File: src/rtl/simple_alu_pkg.sv
// Shared encodings for the execute-stage ALU: opcodes, shifter modes, flag bit positions.
package simple_alu_pkg;

    typedef enum logic [3:0] {
        OP_ADD  = 4'b0000,
        OP_SUB  = 4'b0001,
        OP_MUL  = 4'b0010,
        OP_OR   = 4'b0011,
        OP_AND  = 4'b0100,
        OP_XOR  = 4'b0101,
        OP_MOVI = 4'b0110,
        OP_MOV  = 4'b0111,
        OP_LDR  = 4'b1101,
        OP_STR  = 4'b1110
    } opcode_e;

    typedef enum logic [2:0] {
        SH_NONE = 3'b000,
        SH_LSR  = 3'b001,
        SH_LSL  = 3'b010,
        SH_ROR  = 3'b011,
        SH_ASR  = 3'b100
    } shift_e;

    localparam int FLAG_N = 3;
    localparam int FLAG_Z = 2;
    localparam int FLAG_C = 1;
    localparam int FLAG_V = 0;

    // Only the data-processing group (opcode MSB clear) may write the flags.
    function automatic logic flag_write_en(input logic s, input logic [3:0] op);
        return s && !op[3];
    endfunction

endpackage

File: src/rtl/simple_alu_shifter.sv
// Barrel shifter applied to operand B, with the last bit shifted out as carry.
module alu_shifter
    import simple_alu_pkg::*;
(
    input  logic [31:0] In2,
    input  logic [2:0]  SR_Cont,
    input  logic [4:0]  SR_Bit,
    output logic [31:0] B,
    output logic        Cout
);

    logic signed [31:0] in2_s;
    logic        [63:0] rot_w;
    logic        [4:0]  idx_r;
    logic        [4:0]  idx_l;

    assign in2_s = In2;
    // Rotation is a right shift of the operand concatenated with itself.
    assign rot_w = {In2, In2} >> SR_Bit;
    // Right-going shifts lose bit n-1 last; a left shift by n loses bit 32-n last.
    assign idx_r = SR_Bit - 5'd1;
    assign idx_l = 5'd0 - SR_Bit;

    // Select the shifted operand and its carry; amount 0 is always a pass-through.
    always_comb begin
        B    = In2;
        Cout = 1'b0;
        if (SR_Bit != 5'd0) begin
            case (SR_Cont)
                SH_LSR: begin
                    B    = In2 >> SR_Bit;
                    Cout = In2[idx_r];
                end
                SH_LSL: begin
                    B    = In2 << SR_Bit;
                    Cout = In2[idx_l];
                end
                SH_ROR: begin
                    B    = rot_w[31:0];
                    Cout = In2[idx_r];
                end
                SH_ASR: begin
                    B    = $unsigned(in2_s >>> SR_Bit);
                    Cout = In2[idx_r];
                end
                default: begin
                    B    = In2;
                    Cout = 1'b0;
                end
            endcase
        end
    end

endmodule

File: src/rtl/simple_alu.sv
// Execute-stage ALU: combinational result mux over a shifted operand, plus a registered NZCV register.
module simple_alu
    import simple_alu_pkg::*;
(
    input  logic        clk,
    input  logic        rst,
    input  logic [31:0] In1,
    input  logic [31:0] In2,
    input  logic [3:0]  Opcode,
    input  logic [4:0]  SR_Bit,
    input  logic [2:0]  SR_Cont,
    input  logic        S,
    input  logic [15:0] Immediate,
    output logic [31:0] Out,
    output logic [3:0]  Flags
);

    logic [31:0] b_w;
    logic        sh_c_w;
    logic [32:0] sum_w;
    logic [32:0] diff_w;
    logic [31:0] mul_w;
    logic        add_v_w;
    logic        sub_v_w;
    logic [3:0]  flags_d;
    logic [3:0]  flags_q;

    alu_shifter u_shifter (
        .In2     (In2),
        .SR_Cont (SR_Cont),
        .SR_Bit  (SR_Bit),
        .B       (b_w),
        .Cout    (sh_c_w)
    );

    // 33-bit add/subtract keeps the carry/borrow in bit 32.
    assign sum_w   = {1'b0, In1} + {1'b0, b_w};
    assign diff_w  = {1'b0, In1} - {1'b0, b_w};
    assign mul_w   = In1 * b_w;
    // Signed overflow: result sign disagrees with what the operand signs allow.
    assign add_v_w = (In1[31] == b_w[31]) && (sum_w[31]  != In1[31]);
    assign sub_v_w = (In1[31] != b_w[31]) && (diff_w[31] != In1[31]);

    // Result mux; undefined opcodes drive zero.
    always_comb begin
        Out = 32'd0;
        case (Opcode)
            OP_ADD:  Out = sum_w[31:0];
            OP_SUB:  Out = diff_w[31:0];
            OP_MUL:  Out = mul_w;
            OP_OR:   Out = In1 | b_w;
            OP_AND:  Out = In1 & b_w;
            OP_XOR:  Out = In1 ^ b_w;
            OP_MOVI: Out = {16'd0, Immediate};
            OP_MOV:  Out = In1;
            OP_LDR:  Out = In1;
            OP_STR:  Out = In1;
            default: Out = 32'd0;
        endcase
    end

    // Next flag value: N/Z from the result; C/V depend on the operation class.
    always_comb begin
        flags_d = flags_q;
        if (flag_write_en(S, Opcode)) begin
            flags_d[FLAG_N] = Out[31];
            flags_d[FLAG_Z] = (Out == 32'd0);
            case (Opcode)
                OP_ADD: begin
                    flags_d[FLAG_C] = sum_w[32];
                    flags_d[FLAG_V] = add_v_w;
                end
                OP_SUB: begin
                    flags_d[FLAG_C] = ~diff_w[32];
                    flags_d[FLAG_V] = sub_v_w;
                end
                OP_MUL: begin
                    flags_d[FLAG_C] = flags_q[FLAG_C];
                    flags_d[FLAG_V] = flags_q[FLAG_V];
                end
                default: begin
                    flags_d[FLAG_C] = sh_c_w;
                    flags_d[FLAG_V] = flags_q[FLAG_V];
                end
            endcase
        end
    end

    // Flag register; reset clears it immediately regardless of the clock.
    always_ff @(posedge clk or posedge rst) begin
        if (rst) begin
            flags_q <= 4'b0000;
        end else begin
            flags_q <= flags_d;
        end
    end

    assign Flags = flags_q;

endmodule

File: config.mk
export PLATFORM = sky130hd
export DESIGN_NAME = simple_alu
export DESIGN_NICKNAME = d
export VERILOG_FILES = /design/src/rtl/simple_alu_pkg.sv /design/src/rtl/simple_alu_shifter.sv /design/src/rtl/simple_alu.sv
export SDC_FILE = /design/constraint.sdc
export NUM_CORES = 2
export LEC_CHECK = 0
export ABC_AREA = 1
export CORE_MARGIN = 2
export CORE_UTILIZATION = 50
export CTS_BUF_LIST = sky130_fd_sc_hd__clkbuf_8
export CTS_CLUSTER_DIAMETER = 40
export DETAILED_ROUTE_END_ITERATION = 8
export HOLD_SLACK_MARGIN = 0.1
export PLACE_DENSITY = 0.68
export SYNTH_ARGS = -nofsm -noshare
export SYNTH_HDL_FRONTEND = slang
export SYNTH_HIERARCHICAL = 1
export SYNTH_SLANG_ARGS = --single-unit
File: constraint.sdc
create_clock -name clk -period 28.2 [get_ports clk]
set_input_delay 5.64 -clock clk [delete_from_list [all_inputs] [get_ports clk]]
set_output_delay 5.64 -clock clk [all_outputs]
set_load 0.005 [all_outputs]
==> metrics.txt <==
# TYPE chip_impl_metric gauge
chip_impl_metric{name="drv.max_cap_violation_count",unit=""} 0
chip_impl_metric{name="totalNegativeSetupSlack",unit="ps"} 0
chip_impl_metric{name="worst_slew_pin_slew",unit="ps"} 1350
chip_impl_info{name="most_common_cell_after_layout_fill_and_taps_aside",value="sky130_fd_sc_hd__nand2_1"} 1
chip_impl_metric{name="synthArstFlopShare",unit=""} 1.00
chip_impl_info{name="tritoncts",value="built"} 1
chip_impl_metric{name="fp.dieArea",unit="µm²"} 58300
chip_impl_info{name="critical-path-slowest-cell",value="sky130_fd_sc_hd__nand2_1"} 1
chip_impl_metric{name="io_buffers",unit=""} 130
chip_impl_metric{name="route.antenna.remaining_nets",unit=""} 0
chip_impl_info{name="status",value="finished, final reports clean"} 1
chip_impl_metric{name="final_max_slew_viol_count",unit=""} 0
chip_impl_info{name="synth_largest_area_cell",value="sky130_fd_sc_hd__fa_1"} 1
chip_impl_metric{name="die_w",unit="µm"} 241
chip_impl_metric{name="syn-num-nets",unit=""} 5230
chip_impl_metric{name="wl_met2",unit="mm"} 50.7
chip_impl_metric{name="cts.path.max_buffers",unit=""} 2
chip_impl_metric{name="synth_enable_flop_cells",unit=""} 0
chip_impl_metric{name="finClkSkew",unit="ps"} 0
chip_impl_metric{name="drive_gt1_frac",unit=""} 0.0413
chip_impl_metric{name="path_max_fanout",unit=""} 43
chip_impl_metric{name="route.detailed.wl_per_inst",unit="µm"} 21.8
chip_impl_info{name="netlist_top_cells_area",value="sky130_fd_sc_hd__fa_1, sky130_fd_sc_hd__nand2_1, sky130_fd_sc_hd__inv_1"} 1
chip_impl_metric{name="ys_warn_count",unit=""} 6
chip_impl_metric{name="via_count",unit=""} 29700
chip_impl_metric{name="timing.slew.headroom",unit=""} 0.0991
chip_impl_metric{name="fin_hold_viols",unit=""} 0
chip_impl_metric{name="post-route-drc-count",unit=""} 0
chip_impl_metric{name="cell_rows",unit=""} 87
chip_impl_metric{name="synthDominantCellAreaShare",unit=""} 0.291
chip_impl_metric{name="post_synth_inst_count",unit=""} 4504
chip_impl_metric{name="syn-cell-area",unit="µm²"} 28200
chip_impl_metric{name="quantity_of_gates_resized_following_cts",unit=""} 0
chip_impl_metric{name="post_drt_via_cell_ratio",unit=""} 5.68
chip_impl_metric{name="wl",unit="mm"} 114
chip_impl_info{name="postSynth.topFlopCell",value="sky130_fd_sc_hd__dfrtp_1"} 1
chip_impl_info{name="rsz0062_at_grt",value="no"} 1
chip_impl_info{name="layout_common_cells",value="sky130_fd_sc_hd__nand2_1, sky130_fd_sc_hd__inv_1, sky130_fd_sc_hd__nand3_1, sky130_fd_sc_hd__fa_1, sky130_fd_sc_hd__nor2_1"} 1
chip_impl_metric{name="period_needed",unit="ps"} 22490
chip_impl_metric{name="ys_seq_area_frac",unit=""} 0.00355
chip_impl_info{name="type_of_the_most_critical_hold_path",value="flop to flop"} 1
chip_impl_metric{name="start_util",unit=""} 0.503
chip_impl_metric{name="highest_clock_frequency_the_design_can_meet",unit="MHz"} 44.5
chip_impl_metric{name="grt_start_max_net_pins",unit=""} 72
chip_impl_metric{name="drt-met1-wl",unit="mm"} 43.6
chip_impl_metric{name="clock_sink_count",unit=""} 4
chip_impl_metric{name="drtIter0Drc",unit=""} 2800
chip_impl_metric{name="unique_masters_post_synth",unit=""} 68
chip_impl_metric{name="critPathRequiredTime",unit="ps"} 22560
chip_impl_metric{name="synth_area_per_cell",unit="µm²"} 6.26
chip_impl_metric{name="grt.total_usage",unit=""} 0.395
chip_impl_metric{name="clock_latency",unit="ps"} 210
chip_impl_metric{name="num-fill-cells",unit=""} 5795
chip_impl_metric{name="gp_congestion",unit=""} 1.06
chip_impl_metric{name="core",unit="µm²"} 56100
chip_impl_metric{name="dp_hpwl",unit="mm"} 89.8
chip_impl_metric{name="met3WireLength",unit="mm"} 10.4
chip_impl_info{name="critPathMostFrequentCell",value="sky130_fd_sc_hd__fa_1"} 1
chip_impl_info{name="ctsRootBufferMaster",value="sky130_fd_sc_hd__clkbuf_8"} 1
chip_impl_metric{name="fp.dieH",unit="µm"} 241
chip_impl_metric{name="cp.arrival",unit="ps"} 16850
chip_impl_metric{name="cts-buffers-inserted",unit=""} 3
chip_impl_metric{name="largest_reg_flops",unit=""} 4
chip_impl_metric{name="pin_count",unit=""} 131
chip_impl_info{name="start_kind",value="input pin"} 1
chip_impl_metric{name="clk_transition_reported_paths",unit="ps"} 30
chip_impl_info{name="route.top_layer_used",value="met5"} 1
chip_impl_metric{name="delay_contributed_by_the_slowest_stage_of_the_critical_path",unit="ps"} 920
chip_impl_metric{name="grt_first_pass_wirelength",unit="mm"} 173
chip_impl_metric{name="final_net_count",unit=""} 5204
chip_impl_metric{name="grt_pass1_vias",unit=""} 29100
chip_impl_metric{name="cts_setup_buffers",unit=""} 0
chip_impl_metric{name="htreeDepth",unit=""} 1
chip_impl_metric{name="final_worst_path_period_share",unit=""} 0.798
chip_impl_metric{name="area_overhead_of_the_layout_relative_to_synthesis",unit="%"} 5.92
chip_impl_metric{name="final-setup-viol-count",unit=""} 0
chip_impl_info{name="worst-setup-path-type",value="input pin to output pin"} 1
chip_impl_metric{name="grt_antenna_before_repair",unit=""} 3
chip_impl_metric{name="synth.ff_latch_count",unit=""} 4
chip_impl_info{name="worstSetupEndpointType",value="output pin"} 1
chip_impl_metric{name="dr.pass1.iters",unit=""} 6
chip_impl_metric{name="ctsHoldBuffers",unit=""} 0
chip_impl_metric{name="globalRoute.totalOverflow",unit=""} 0
-- cell families (layout without fill, tap and decap cells) --
family,after synthesis,count (layout),synth area share
AND/OR/NAND/NOR,2112,2112,0.319
flip-flops,4,4,0.00355
AO/OA/AOI/OAI,502,502,0.106
adder cells (fa/ha/maj),631,631,0.389
XOR/XNOR,23,23,0.00808
other,0,1,0
buffers and inverters,1232,1204,0.174
-- final cells by class --
class / instances / area (µm²) / area share
flip-flops and latches: 4 / 100 / 0.00335
repair buffers: 189 / 1720 / 0.0578
clock buffers: 3 / 41.3 / 0.00138
inverters: 1012 / 3800 / 0.127
diodes: 1 / 2.50 / 0.0000838
multi-input cells: 3268 / 23200 / 0.778
well taps: 756 / 946 / 0.0317
-- synth_stat cells (all sizes together), types with 10 or more instances --
| cell type | number |
|---|---|
| nand2 | 1304 |
| inv | 1012 |
| nand3 | 463 |
| fa | 410 |
| nor2 | 237 |
| ha | 221 |
| a21oi | 195 |
| o21ai | 168 |
| buf | 133 |
| clkbuf | 86 |
| nand4 | 36 |
| nor3 | 32 |
| o22ai | 25 |
| a221oi | 21 |
| o211ai | 20 |
| nand3b | 13 |
| xor2 | 13 |
| o21bai | 12 |
| a21o | 11 |
| a31oi | 11 |
| and2 | 10 |
| or2 | 10 |
| xnor2 | 10 |
-- through the flow --
step                      instances  cell area (µm²)   util  setup WS (ps)  hold slack, ps
after detailed placement       5229            29800  0.532           5890             470
after CTS                      5232            29800  0.532           5860             476
after global placement         5229            29800  0.532           5880             473
after floorplan                4504            28200      -           8990             472
after global routing           5233            29900  0.532           5040             519
final                          5233            29900  0.532           5710             477
-- per-layer routing --
metal,up-vias,GRT usage
met2,1604,0.633
met1,14000,0.493
li1,13700,-
met4,2,0.272
met3,424,0.0559
met5,-,0
-- worst paths after layout --
check | from | to | slack (ps) | depth (start not counted)
max | SR_Bit[0] | Out[31] | 5710 | 32
min in group asynchronous | rst | Flags[3] | 5630 | 2
max in group asynchronous | rst | Flags[1] | 22400 | 2
min reg2reg | Flags[2] | Flags[2] | 480 | 2
min | Flags[2] | Flags[2] | 480 | 2
max reg2reg | Flags[1] | Flags[1] | 27510 | 2
-- critical path, delay by kind of cell --
kind / cells / cell delay (ps)
AOI/OAI and AO/OA: 4 / 1070
adders and majority gates: 12 / 5460
buffers and inverters: 9 / 2570
and+or+nand+nor: 7 / 2040
Power is left out: the tool's default activity adds up to more than one toggle a clock period on the data nets, which glitch-free logic cannot reach.
